[src/rtl/alu_pkg.sv]
// Shared opcode map, controller states and the classifier that picks
// between the single-cycle path and the iterative mul/div engine.
package alu_pkg;

  localparam logic [3:0] OPC_AND   = 4'b0000;
  localparam logic [3:0] OPC_OR    = 4'b0001;
  localparam logic [3:0] OPC_ADD   = 4'b0010;
  localparam logic [3:0] OPC_XOR   = 4'b0011;
  localparam logic [3:0] OPC_SLL   = 4'b0100;
  localparam logic [3:0] OPC_SRL   = 4'b0101;
  localparam logic [3:0] OPC_SUB   = 4'b0110;
  localparam logic [3:0] OPC_SLT   = 4'b0111;
  localparam logic [3:0] OPC_SLTU  = 4'b1000;
  localparam logic [3:0] OPC_MUL   = 4'b1001;
  localparam logic [3:0] OPC_MULHU = 4'b1010;
  localparam logic [3:0] OPC_DIVU  = 4'b1011;
  localparam logic [3:0] OPC_REMU  = 4'b1100;
  localparam logic [3:0] OPC_SRA   = 4'b1101;

  typedef enum logic [1:0] {IDLE = 2'd0, RUN = 2'd1, DONE = 2'd2} state_t;

  function automatic logic is_iterative(input logic [3:0] opc);
    return (opc == OPC_MUL) || (opc == OPC_MULHU) ||
           (opc == OPC_DIVU) || (opc == OPC_REMU);
  endfunction

endpackage

[src/rtl/mul_div_unit.sv]
// Radix-2 shift-add multiplier / restoring divider sharing one hi:lo register.
// The load cycle already performs the first iteration, so WIDTH-1 further steps finish the op.
module mul_div_unit #(
  parameter int WIDTH = 32
) (
  input  logic             clk,
  input  logic             rst_n,
  input  logic             load,
  input  logic             is_div,
  input  logic [WIDTH-1:0] a,
  input  logic [WIDTH-1:0] b,
  input  logic             step,
  output logic [WIDTH-1:0] hi,
  output logic [WIDTH-1:0] lo
);

  logic [WIDTH-1:0] hi_reg, lo_reg, b_reg;
  logic             div_reg;
  logic [WIDTH-1:0] cur_hi, cur_lo, cur_b;
  logic             cur_div;
  logic [WIDTH-1:0] hi_next, lo_next;
  logic [WIDTH:0]   shifted, trial, sum;

  assign cur_hi  = load ? '0 : hi_reg;
  assign cur_lo  = load ? a : lo_reg;
  assign cur_b   = load ? b : b_reg;
  assign cur_div = load ? is_div : div_reg;

  // Divide: hi is the partial remainder, lo shifts the dividend out and the quotient in.
  // Multiply: lo holds the multiplier, product bits enter lo from the top.
  always_comb begin
    shifted = {cur_hi, cur_lo[WIDTH-1]};
    trial   = shifted - {1'b0, cur_b};
    sum     = {1'b0, cur_hi} + (cur_lo[0] ? {1'b0, cur_b} : '0);
    hi_next = '0;
    lo_next = '0;
    if (cur_div) begin
      if (shifted >= {1'b0, cur_b}) begin
        hi_next = trial[WIDTH-1:0];
        lo_next = {cur_lo[WIDTH-2:0], 1'b1};
      end else begin
        hi_next = shifted[WIDTH-1:0];
        lo_next = {cur_lo[WIDTH-2:0], 1'b0};
      end
    end else begin
      hi_next = sum[WIDTH:1];
      lo_next = {sum[0], cur_lo[WIDTH-1:1]};
    end
  end

  always_ff @(posedge clk or negedge rst_n) begin
    if (!rst_n) begin
      hi_reg  <= '0;
      lo_reg  <= '0;
      b_reg   <= '0;
      div_reg <= 1'b0;
    end else begin
      if (load) begin
        b_reg   <= b;
        div_reg <= is_div;
      end
      if (load || step) begin
        hi_reg <= hi_next;
        lo_reg <= lo_next;
      end
    end
  end

  assign hi = hi_reg;
  assign lo = lo_reg;

endmodule

[src/rtl/seq_alu.sv]
// Registered execute-stage ALU: single-cycle ops finish in one cycle,
// MUL/MULHU/DIVU/REMU run WIDTH cycles through mul_div_unit behind start/busy/done.
module seq_alu
  import alu_pkg::*;
#(
  parameter  int WIDTH = 32,
  localparam int CNT_W = $clog2(WIDTH) + 1
) (
  input  logic             clk,
  input  logic             rst_n,
  input  logic             start,
  input  logic [3:0]       opc,
  input  logic [WIDTH-1:0] src_a,
  input  logic [WIDTH-1:0] src_b,
  output logic             busy,
  output logic             done,
  output logic [WIDTH-1:0] result,
  output logic             zero,
  output logic             neg,
  output logic             div_zero,
  output logic             illegal
);

  localparam int SH_W = $clog2(WIDTH);
  localparam logic [CNT_W-1:0] LAST = CNT_W'(WIDTH - 1);

  state_t           state_reg;
  logic [CNT_W-1:0] cnt_reg;
  logic             op_hi_reg;
  logic [WIDTH-1:0] result_reg;
  logic             zero_reg, neg_reg, div_zero_reg, illegal_reg;

  logic [SH_W-1:0]  shamt;
  logic [WIDTH-1:0] fast_res;
  logic             fast_dz, fast_ill;
  logic             b_zero, is_div_op, iter_go, accept;
  logic [WIDTH-1:0] eng_hi, eng_lo, iter_res;

  assign shamt     = src_b[SH_W-1:0];
  assign b_zero    = (src_b == '0);
  assign is_div_op = (opc == OPC_DIVU) || (opc == OPC_REMU);
  // Divide by zero short-circuits to the single-cycle path.
  assign iter_go   = is_iterative(opc) && !(is_div_op && b_zero);
  assign accept    = start && (state_reg != RUN);

  always_comb begin
    fast_res = '0;
    fast_dz  = 1'b0;
    fast_ill = 1'b0;
    case (opc)
      OPC_AND:  fast_res = src_a & src_b;
      OPC_OR:   fast_res = src_a | src_b;
      OPC_ADD:  fast_res = src_a + src_b;
      OPC_XOR:  fast_res = src_a ^ src_b;
      OPC_SLL:  fast_res = src_a << shamt;
      OPC_SRL:  fast_res = src_a >> shamt;
      OPC_SUB:  fast_res = src_a - src_b;
      OPC_SLT:  fast_res = {{(WIDTH-1){1'b0}}, ($signed(src_a) < $signed(src_b))};
      OPC_SLTU: fast_res = {{(WIDTH-1){1'b0}}, (src_a < src_b)};
      OPC_SRA:  fast_res = $unsigned($signed(src_a) >>> shamt);
      OPC_DIVU: begin fast_res = '1;    fast_dz = 1'b1; end
      OPC_REMU: begin fast_res = src_a; fast_dz = 1'b1; end
      OPC_MUL, OPC_MULHU: fast_res = '0;
      default:  fast_ill = 1'b1;
    endcase
  end

  mul_div_unit #(.WIDTH(WIDTH)) u_mul_div (
    .clk    (clk),
    .rst_n  (rst_n),
    .load   (accept && iter_go),
    .is_div (is_div_op),
    .a      (src_a),
    .b      (src_b),
    .step   ((state_reg == RUN) && (cnt_reg != LAST)),
    .hi     (eng_hi),
    .lo     (eng_lo)
  );

  // MULHU wants the product high half, REMU the remainder: both live in hi.
  assign iter_res = op_hi_reg ? eng_hi : eng_lo;

  always_ff @(posedge clk or negedge rst_n) begin
    if (!rst_n) begin
      state_reg    <= IDLE;
      cnt_reg      <= '0;
      op_hi_reg    <= 1'b0;
      result_reg   <= '0;
      zero_reg     <= 1'b1;
      neg_reg      <= 1'b0;
      div_zero_reg <= 1'b0;
      illegal_reg  <= 1'b0;
    end else begin
      case (state_reg)
        RUN: begin
          if (cnt_reg == LAST) begin
            state_reg    <= DONE;
            result_reg   <= iter_res;
            zero_reg     <= (iter_res == '0);
            neg_reg      <= iter_res[WIDTH-1];
            div_zero_reg <= 1'b0;
            illegal_reg  <= 1'b0;
          end else begin
            cnt_reg <= cnt_reg + 1'b1;
          end
        end
        default: begin
          if (!start) begin
            state_reg <= IDLE;
          end else if (iter_go) begin
            state_reg <= RUN;
            cnt_reg   <= '0;
            op_hi_reg <= (opc == OPC_MULHU) || (opc == OPC_REMU);
          end else begin
            state_reg    <= DONE;
            result_reg   <= fast_res;
            zero_reg     <= (fast_res == '0);
            neg_reg      <= fast_res[WIDTH-1];
            div_zero_reg <= fast_dz;
            illegal_reg  <= fast_ill;
          end
        end
      endcase
    end
  end

  assign busy     = (state_reg == RUN);
  assign done     = (state_reg == DONE);
  assign result   = result_reg;
  assign zero     = zero_reg;
  assign neg      = neg_reg;
  assign div_zero = div_zero_reg;
  assign illegal  = illegal_reg;

endmodule

[config.mk]
export PLATFORM = sky130hd
export DESIGN_NAME = seq_alu
export DESIGN_NICKNAME = d
export VERILOG_FILES = /design/src/rtl/alu_pkg.sv /design/src/rtl/mul_div_unit.sv /design/src/rtl/seq_alu.sv
export SDC_FILE = /design/constraint.sdc
export NUM_CORES = 1
export LEC_CHECK = 0
export CAP_MARGIN = 30
export CORE_UTILIZATION = 30
export DETAILED_ROUTE_END_ITERATION = 10
export PLACE_DENSITY = 0.54
export SYNTH_ARGS = -nofsm -noshare
export SYNTH_HDL_FRONTEND = slang
export SYNTH_SLANG_ARGS = --single-unit
[constraint.sdc]
create_clock -name clk -period 15 [get_ports clk]
set_clock_uncertainty 0.2 [all_clocks]
set_input_delay 1.5 -clock clk [delete_from_list [all_inputs] [get_ports clk]]
set_output_delay 1.5 -clock clk [all_outputs]
set_load 0.01 [all_outputs]
# Word-level counts from Yosys, hierarchy flattened
# Index checks and enable logic that the tools add are counted.
# word_totals
in_bits,71
output_inout_bits,38
ff_bits,142
wordCells,111
# op_classes
n_addsub,5
reduce_logical,23
bitwise_logic,4
n_shift,3
n_mux,40
n_eq_ne,21
magnitude_cmp,3
# op_table
operator,n
$mux W32,12
$pmux W32 S12,1
$logic_not A32 Y1,3
$lt A32 B32 Y1,2
$sub A32 B32 Y32,2
$add A32 B32 Y33,1
$ge A33 B32 Y1,1
$add A32 B32 Y32,1
$and A32 B32 Y32,1
$or A32 B32 Y32,1
$shl A32 B5 Y32,1
$shr A32 B5 Y32,1
$sshr A32 B5 Y32,1
$xor A32 B32 Y32,1
$eq A4 B4 Y1 const B,6
$mux W6,4
$mux W1,19
$eq A4 B3 Y1 const B,4
$reduce_or A14 Y1,1
$reduce_and A3 Y1,3
$eq A4 B2 Y1 const B,2
$mux W2,4
$add A6 B1 Y6 const B,1
$eq A6 B5 Y1 const B,1
other kinds (13),25

# Longest topological paths before layout
# Gate-level depths: netlist (run 1).
# logic_depth
word_depth,10
depth_mapped,27
ltp_nobuf,20

# Hierarchy
# Synthesis (run 1) repeated with hierarchy kept, for this count alone.
# unflattened
cells_unflattened,2885
hier_area_um2,21679.5
# by_module_without_submodules
mod,area_per_inst_um2,n_inst,cells_per_inst
seq_alu,13221.4,1,1839
mul_div_unit,8458.1,1,1046

# Least setup slack after synthesis (run 1)
# Ideal clock, no wire load.
# synth_timing
path_type,input -> register
start,in src_b[1]
end,"reg u_mul_div.hi_reg[17], in the netlist u_mul_div.hi[17]"
stages,26
slack_ns,7.816
n_path_buf,8
arrival_ns,6.848
cell_sequence,buf_2 -> or4_1 -> nor2_1 -> and4bb_2 -> nand2b_1 -> buf_2 -> clkbuf_1 -> clkbuf_1 -> clkbuf_1 -> clkbuf_1 -> a21oi_1 -> ha_1 -> nor2b_1 -> o31ai_1 -> o21ai_0 -> o211ai_1 -> a21oi_1 -> o32a_1 -> a41oi_1 -> clkbuf_1 -> buf_2 -> nor2_1 -> a21oi_1 -> nor2_1 -> a21oi_1 -> a21oi_1
# synth_between
elab_chain_len,9
word_cells_on_any_way,16
# synth_rtl
item,line,rtl
from (decl),seq_alu.sv:14,"input logic [WIDTH-1:0] src_b,"
$logic_not A32 Y1,seq_alu.sv:40,assign b_zero = (src_b == '0);
$logic_and A1 B1 Y1,seq_alu.sv:43,assign iter_go = is_iterative(opc) && !(is_div_op && b_zero);
$logic_not A1 Y1,seq_alu.sv:43,
$logic_and A1 B1 Y1,seq_alu.sv:43,
$logic_and A1 B1 Y1,seq_alu.sv:71,".load (accept && iter_go),"
$mux W32 (on tied branches),-,
"$mux W32, or another cell as far along",mul_div_unit.sv:34,"sum = {1'b0, cur_hi} + (cur_lo[0] ? {1'b0, cur_b} : '0);"
$add A32 B32 Y33 / $mux W32 (equally long branches),"mul_div_unit.sv:34, mul_div_unit.sv:38",
$mux W32,mul_div_unit.sv:37,if (cur_div) begin
to (signal assigned),mul_div_unit.sv:63,hi_reg <= hi_next;
to (decl),mul_div_unit.sv:17,"logic [WIDTH-1:0] hi_reg, lo_reg, b_reg;"
# Parallel ways exist; a longest one is shown, timed or not.
# A chain may end at the register's enable or synchronous reset.

# Worst setup path in the final report (run 1)
# layout_timing
start,in opc[0]
end,"reg u_mul_div.hi_reg[17], in the netlist u_mul_div.hi[17]"
# layout_between
elab_chain_len,10
word_cells_on_any_way,23
# layout_rtl
item,line,rtl
from (decl),seq_alu.sv:12,"input logic [3:0] opc,"
$eq A4 B4 Y1 (on tied branches),"alu_pkg.sv:23, alu_pkg.sv:24, seq_alu.sv:41",
$logic_or A1 B1 Y1 (on tied branches),"alu_pkg.sv:23, seq_alu.sv:41",
$logic_or A1 B1 Y1 / $logic_and A1 B1 Y1 (equally long branches),"alu_pkg.sv:23, seq_alu.sv:43",
$logic_or A1 B1 Y1 / $logic_not A1 Y1 (equally long branches),"alu_pkg.sv:24, seq_alu.sv:43",
$logic_and A1 B1 Y1,seq_alu.sv:43,
$logic_and A1 B1 Y1,seq_alu.sv:71,
$mux W32 (on tied branches),-,
"$mux W32, or another cell as far along",mul_div_unit.sv:34,
$add A32 B32 Y33 / $mux W32 (equally long branches),"mul_div_unit.sv:34, mul_div_unit.sv:38",
$mux W32,mul_div_unit.sv:37,
# Parallel ways exist; a longest one is shown, timed or not.

==> results of run 1 <==
-- critical path, cell delays in order --
cell and delay [ps]:
clkdlybuf4s50_1 460, buf_4 410, and4bb_1 490, a21oi_1 490, nor2_1 200, nand2b_4 770, buf_4 730, nor2_1 80
a21oi_1 270, ha_1 380, a21o_1 220, a21o_1 170, a21oi_1 170, o21ai_0 100, a221o_1 320, a221o_1 320
a41oi_4 600, buf_4 500, nor2_1 90, a21oi_1 120, nor2_1 50, a21oi_1 140, a21oi_1 80
-- routing by layer --
layer | global-route usage [%] | vias up | share of wire (%)
li1 | - | 10700 | -
met2 | 42.6 | 1317 | 44
met3 | 4.95 | 246 | 9.7
met1 | 36.1 | 11600 | 41
met5 | 0 | - | 0.019
met4 | 11.5 | 2 | 4.7
-- worst paths after layout --
check	to	depth (start not counted)	slack (ps)
worst min-delay path	result[6]$_DFFE_PN0P_	2	280
max in group asynchronous	u_mul_div.hi[7]$_DFFE_PN0P_	3	12440
worst min register to register	result[6]$_DFFE_PN0P_	2	280
worst max-delay path	u_mul_div.hi[17]$_DFFE_PN0P_	23	6270
worst max register to register	u_mul_div.hi[17]$_DFFE_PN0P_	21	8460
min in group asynchronous	u_mul_div.b_reg[24]$_DFF_PN0_	1	880
-- metrics by stage --
stage / hold WS, ps / instance area, sq um / power [W] / setup slack (ps) / cells
after floorplan: 257 / 21400 / 0.00226 / 7820 / 2965
after global placement: 274 / 23200 / 0.00300 / 6060 / 3839
after detailed placement: 264 / 23200 / 0.00299 / 5990 / 3843
after CTS: 294 / 23800 / 0.00344 / 6410 / 3875
after global routing: 323 / 23800 / 0.00373 / 5820 / 3875
final: 282 / 23800 / 0.00349 / 6270 / 3875
-- power by group through the flow --
| stage | sequential, W | combinational, W | clock, W |
|---|---|---|---|
| 3_5_place_dp | 0.000675 | 0.00231 | 0 |
| 5_1_grt | 0.000688 | 0.00257 | 0.000467 |
| 3_3_place_gp | 0.000676 | 0.00232 | 0 |
| 6_report | 0.000674 | 0.00237 | 0.000445 |
| 4_1_cts | 0.000669 | 0.00232 | 0.000450 |
| 2_1_floorplan | 0.000619 | 0.00164 | 0 |
-- logic make-up (layout without fill, tap and decap cells) --
family / Yosys count / after routing / synth area share, %
xor gates and xnor gates: 79 / 79 / 3.23
DFF: 141 / 141 / 16.5
AOI/OAI and AO/OA: 950 / 950 / 28.5
and+or+nand+nor: 1083 / 1083 / 23.7
muxes: 165 / 165 / 11.1
adders and majority gates: 166 / 166 / 9.78
buffers and inverters: 381 / 351 / 7.19
-- Yosys cell counts (26+ instances only) --
master / n
buf_1: 27
ha_1: 162
a22oi_1: 26
nor4_1: 30
nor2_1: 388
nand4_1: 33
nor3_1: 43
nor2b_1: 34
nand2b_1: 32
xnor2_1: 53
mux2_2: 30
nand2_1: 303
o211ai_1: 43
nand3_1: 58
mux2i_1: 81
buf_2: 27
mux4_2: 40
xor2_1: 26
clkbuf_1: 167
a21oi_1: 321
a211oi_1: 35
dfrtp_1: 140
a21o_1: 71
inv_1: 148
a31oi_1: 33
o21ai_0: 161
and2_1: 50
-- layout make-up --
class,count,area [sq um]
Tap cell,940,1180
Timing Repair Buffer,168,1510
Clock buffer,17,425
Fill cell,7638,46600
Clock inverter,15,191
Inverter,151,567
Sequential cell,141,3530
Multi-Input combinational cell,2443,16400
==> results.md, run 1 <==
- H-tree depth: 4
- Logic pwr share: 67.9%
- Yosys top cell area share: 16.3%
- Clk root buf: clkbuf_16
- Inserted Diodes: 0
- Outcome: complete, no violations
- Site row count: 97
- Sequential fraction of the synthesis area: 16.5%
- Max cap viols: 0
- Post-synthesis register bit count: 141
- CP Launch Type: primary input
- Worst Hold Class: reg2reg
- Iter 0 DRT Violations: 2868
- Gr ovfl total: 0
- Area Overhead vs Synth: 11.1%
- Synth Flop Type: dfrtp_1
- Crit path kind: in2reg
- FFs w/ async S/R, synth: 100%
- GRT Total Usage: 27.1%
- Final wirelength: 102 mm
- Cells after Synth: 2965
- Top-Level Pins: 109
- Bufs on Longest Clock Path: 2
- Final hold violations: 0
- Crit end category: register
- Fmax: 115 MHz
- Pwr per Cell Area: 146 nW/um^2
- CP Data Required Time: 15100 ps
- Final Util: 33.8%
- Switching Share: 52.3%
- Leak: 9.89 nW
- Largest net degree at the start of global routing: 98
- Unrepaired setup endpoints after global routing: no
- Via density: 6.16
- Ys Warns: 0
- Ratio of cells with drive above 1 in the final layout: 7.63%
- WL/cell: 26.4 um
- TritonCTS buffer count: 17
- Final worst path period need: 8730 ps
- Number of flops mapped to enable cells by yosys: 0
- Core box area: 70400 sq um
- Worst slew margin: 31.7%
- Commonest cells after routing, fill and taps aside: 387 x nor2_1, 319 x a21oi_1, 303 x nand2_1
- Internal power: 0.00166 W
- Final setup TNS: 0 ps
- Crit-path max FO: 97
- # nets final: 3158
- Clock sinks: 141
- Period utilization: 58.2%
- NetSw: 0.00182 W
- Worst-path clk slew: 70 ps
- Die footprint: 72500 sq um
- Worst-Margin Slew: 997 ps
- Resize count post-CTS: 0
- Sequential Power Share: 19.3%
- Hold Startpoint: result[6]$_DFFE_PN0P_
- Commonest non-fill, non-tap cell in the layout: nor2_1
- Arrival time at the worst endpoint: 8830 ps
- CTS Hold Bufs: 0
- Total iterations of the first detailed-routing run: 6
- Post-DP HPWL: 77.8 mm
- Initial antenna violation count: 2
- CP startpoint: opc[0]
- Global-route wire length before repair: 150 mm
- Post-Syn Area: 21400 sq um
- Buffers on Ports: 108
- TritonCTS clock tree: done
- Setup Buffers After CTS: 0
- Post-Syn Area per Cell: 7.23 sq um
- Die width: 269 um
- Synth area leader: dfrtp_1
- Worst-Skew Late Latency: 460 ps
- Initial core utilization: 30.5%
- Reg-to-Reg Start: state_reg[1]$_DFFE_PN0P_
- Mapped Nets: 3201
- # setup viols final: 0
- Routed vias: 23900
- Remaining DRCs: 0
- Vias in the first global route: 22300
- Peak supply drop: 0.102 mV
- Routed Antenna Nets: 0
- Power share of the clock group: 12.7%
- Synth cell types: 102
- Chip Height: 269 um
- Placer congestion estimate: 1.02
- Synth top area cells: dfrtp_1 16%, ha_1 9.5%, a21oi_1 7.5%
- Max Transition Viols Final: 0
Power figures use the tool's default switching activity.
==> inputs of run 2 (changes only) <==
Settings changed: PLACE_DENSITY 0.54 to 0.55.
Clock period 15 ns to 7.5 ns, I/O delays scaled along.
==> run 2 against run 1 <==
Against the previous run:
- global-route usage grew 0.29 points
- design area increased by 1.2%
- total power is 100% higher
- setup slack worse by 5500 ps
- via count grew 0.72%
- clock-buffer cell count stayed put
- die area stayed put
- clock power is 100% higher
- routed wire length up 0.74%
- cell count increased by 0.93%
==> results.md, run 2 (synthesized netlist as in run 1, its figures left out) <==
- Outcome: complete, no violations
- Commonest cells after routing, fill and taps aside: 387 x nor2_1, 319 x a21oi_1, 303 x nand2_1
- Final hold violations: 0 (unchanged)
- Fmax: 148 MHz
- Bufs on Longest Clock Path: 2 (unchanged)
- Logic pwr share: 68.0% (about the same)
- GRT Total Usage: 27.4% (+0.29 points)
- Remaining DRCs: 0 (unchanged)
- Die width: 269 um (unchanged)
- Internal power: 0.00336 W (+100%)
- WL/cell: 26.3 um (-0.18%)
- Worst Hold Class: in2async
- Buffers on Ports: 108 (unchanged)
- Switching Share: 51.9% (-0.35 points)
- Largest stage delay, worst path: 600 ps (-170 ps)
- Total iterations of the first detailed-routing run: 8 (+2)
- Commonest non-fill, non-tap cell in the layout: nor2_1
- Resize count post-CTS: 0 (unchanged)
- Final wirelength: 103 mm (+0.74%)
- Iter 0 DRT Violations: 3436 (+20%)
- Area Overhead vs Synth: 12.4%
- TritonCTS clock tree: done
- Period utilization: 90.2%
- Max cap viols: 0 (unchanged)
- Final hold slack: 129 ps (-153 ps)
- Crit-path max FO: 44 (-55%)
- Max Transition Viols Final: 0 (unchanged)
- Power share of the clock group: 12.7% (about the same)
- Arrival time at the worst endpoint: 6930 ps (-1900 ps)
- Reg-to-Reg Start: state_reg[0]$_DFFE_PN0P_
- CP delay by family, top: compound AO/OA/AOI/OAI gates
- Crit end category: register
- Chip Height: 269 um (unchanged)
- Post-DP HPWL: 79.9 mm (+2.7%)
- Worst slew margin: 28.1% (-3.5 points)
- Final worst path period need: 6760 ps
- CP Launch Type: primary input
- Slowest CP cell: clkdlybuf4s50_1
- Peak supply drop: 0.201 mV (+96%)
- Routed vias: 24100 (+0.72%)
- Clk root buf: clkbuf_16
- Via density: 6.15 (-0.20%)
- Leak: 10.1 nW (+1.7%)
- Site row count: 97 (unchanged)
- Worst-Skew Late Latency: 460 ps (about the same)
- Initial antenna violation count: 1 (-1)
- NetSw: 0.00363 W (+99%)
- Placer congestion estimate: 1.05 (+2.2%)
- H-tree depth: 4 (unchanged)
- Pwr per Cell Area: 290 nW/um^2 (+98%)
- Crit path kind: in2reg
- Vias in the first global route: 22600 (+1.4%)
- Top-Level Pins: 109 (unchanged)
- Unrepaired setup endpoints after global routing: no
- Final setup TNS: 0 ps (unchanged)
- Worst-Margin Slew: 1060 ps (+67.7 ps)
- Sequential Power Share: 19.3% (about the same)
- CTS Hold Bufs: 0 (unchanged)
- Buf+Inv Stages, Crit Path: 4 (unchanged)
- CP Data Required Time: 7660 ps (-7440 ps)
- Worst-path clk slew: 70 ps (about the same)
- Gr ovfl total: 0 (unchanged)
- Core box area: 70400 sq um (unchanged)
- CP cell instances: clkdlybuf4s50_1 -> buf_4 -> and4bb_1 -> a21oi_1 -> nor2_1 -> nand2b_4 -> buf_4 -> nor2_1 -> a21oi_1 -> ha_1 -> a21o_1 -> a21o_1 -> a21o_1 -> a21oi_1 -> o21ai_0 -> o32a_1 -> a41oi_4 -> buf_4 -> nor2_1 -> xnor2_1 -> o221ai_1 -> o21ai_0 -> o21ai_0
- Die footprint: 72500 sq um (unchanged)
- Routed Antenna Nets: 0 (unchanged)
- # setup viols final: 0 (unchanged)
- Initial core utilization: 30.5% (unchanged)
- Ratio of cells with drive above 1 in the final layout: 8.72% (+1.1 points)
- # nets final: 3192 (+1.1%)
- Global-route wire length before repair: 151 mm (+0.74%)
- TritonCTS buffer count: 17 (unchanged)
- Largest net degree at the start of global routing: 76 (-22%)
- Clock sinks: 141 (unchanged)
- CP startpoint: opc[0]
- Dpl cells: 3877 (+0.88%)
- Setup Buffers After CTS: 0 (unchanged)
- Non-filler instance count after layout: 3911 (+0.93%)
-- run 2: changes by cell type in the layout (fill, tap and decap cells not counted), moves of 2 or more --
| cell | delta |
|---|---|
| clkinv_8 | -3 |
| buf_2 | -2 |
| diode_2 | +2 |
| buf_4 | +36 |
| inv_6 | -2 |
| inv_8 | +3 |
-- run 2: through the flow --
stage | total power [W] | utilization (%) | area (sq um) | setup WS, ps
3_3_place_gp | 0.00602 | 33.4 | 23500 | 520
3_5_place_dp | 0.00599 | 33.4 | 23500 | 430
5_1_grt | 0.00747 | 34.2 | 24100 | 476
2_1_floorplan | 0.00453 | - | 21400 | 1070
6_report | 0.00700 | 34.2 | 24100 | 737
4_1_cts | 0.00690 | 34.2 | 24100 | 878
-- run 2: per-layer routing --
layer  vias up  track usage, %  routed length [um]
met3       237            5.25               11100
met2      1440            42.7               45400
li1      10800               -                   -
met5         -               0                   0
met1     11600            37.4               42500
met4         0            9.60                3810
-- run 2: cell type report --
type                            instances  area (sq um)
Clock buffer                           17           425
Tap cell                              940          1180
Clock inverter                         15           184
Timing Repair Buffer                  202          1790
Inverter                              151           567
Multi-Input combinational cell       2443         16400
Antenna cell                            2          5.00
Sequential cell                       141          3530
Fill cell                            7671         46300
-- run 2: final timing paths --
check	depth (start not counted)	slack, ps	to
setup / recovery	23	740	u_mul_div.hi[3]$_DFFE_PN0P_
hold reg to reg	2	270	result[2]$_DFFE_PN0P_
min in group clk	2	270	result[2]$_DFFE_PN0P_
max in group asynchronous	2	5540	op_hi_reg$_DFFE_PN0P_
hold / removal	1	130	cnt_reg[4]$_DFFE_PN0P_
setup reg to reg	20	2080	u_mul_div.hi[3]$_DFFE_PN0P_
-- run 2: power by group through the flow --
stage | Clock, W | Combinational [W] | Sequential (W)
2_1_floorplan | 0 | 0.00329 | 0.00124
3_3_place_gp | 0 | 0.00467 | 0.00135
3_5_place_dp | 0 | 0.00464 | 0.00135
4_1_cts | 0.000899 | 0.00467 | 0.00134
5_1_grt | 0.000927 | 0.00516 | 0.00138
6_report | 0.000889 | 0.00476 | 0.00135
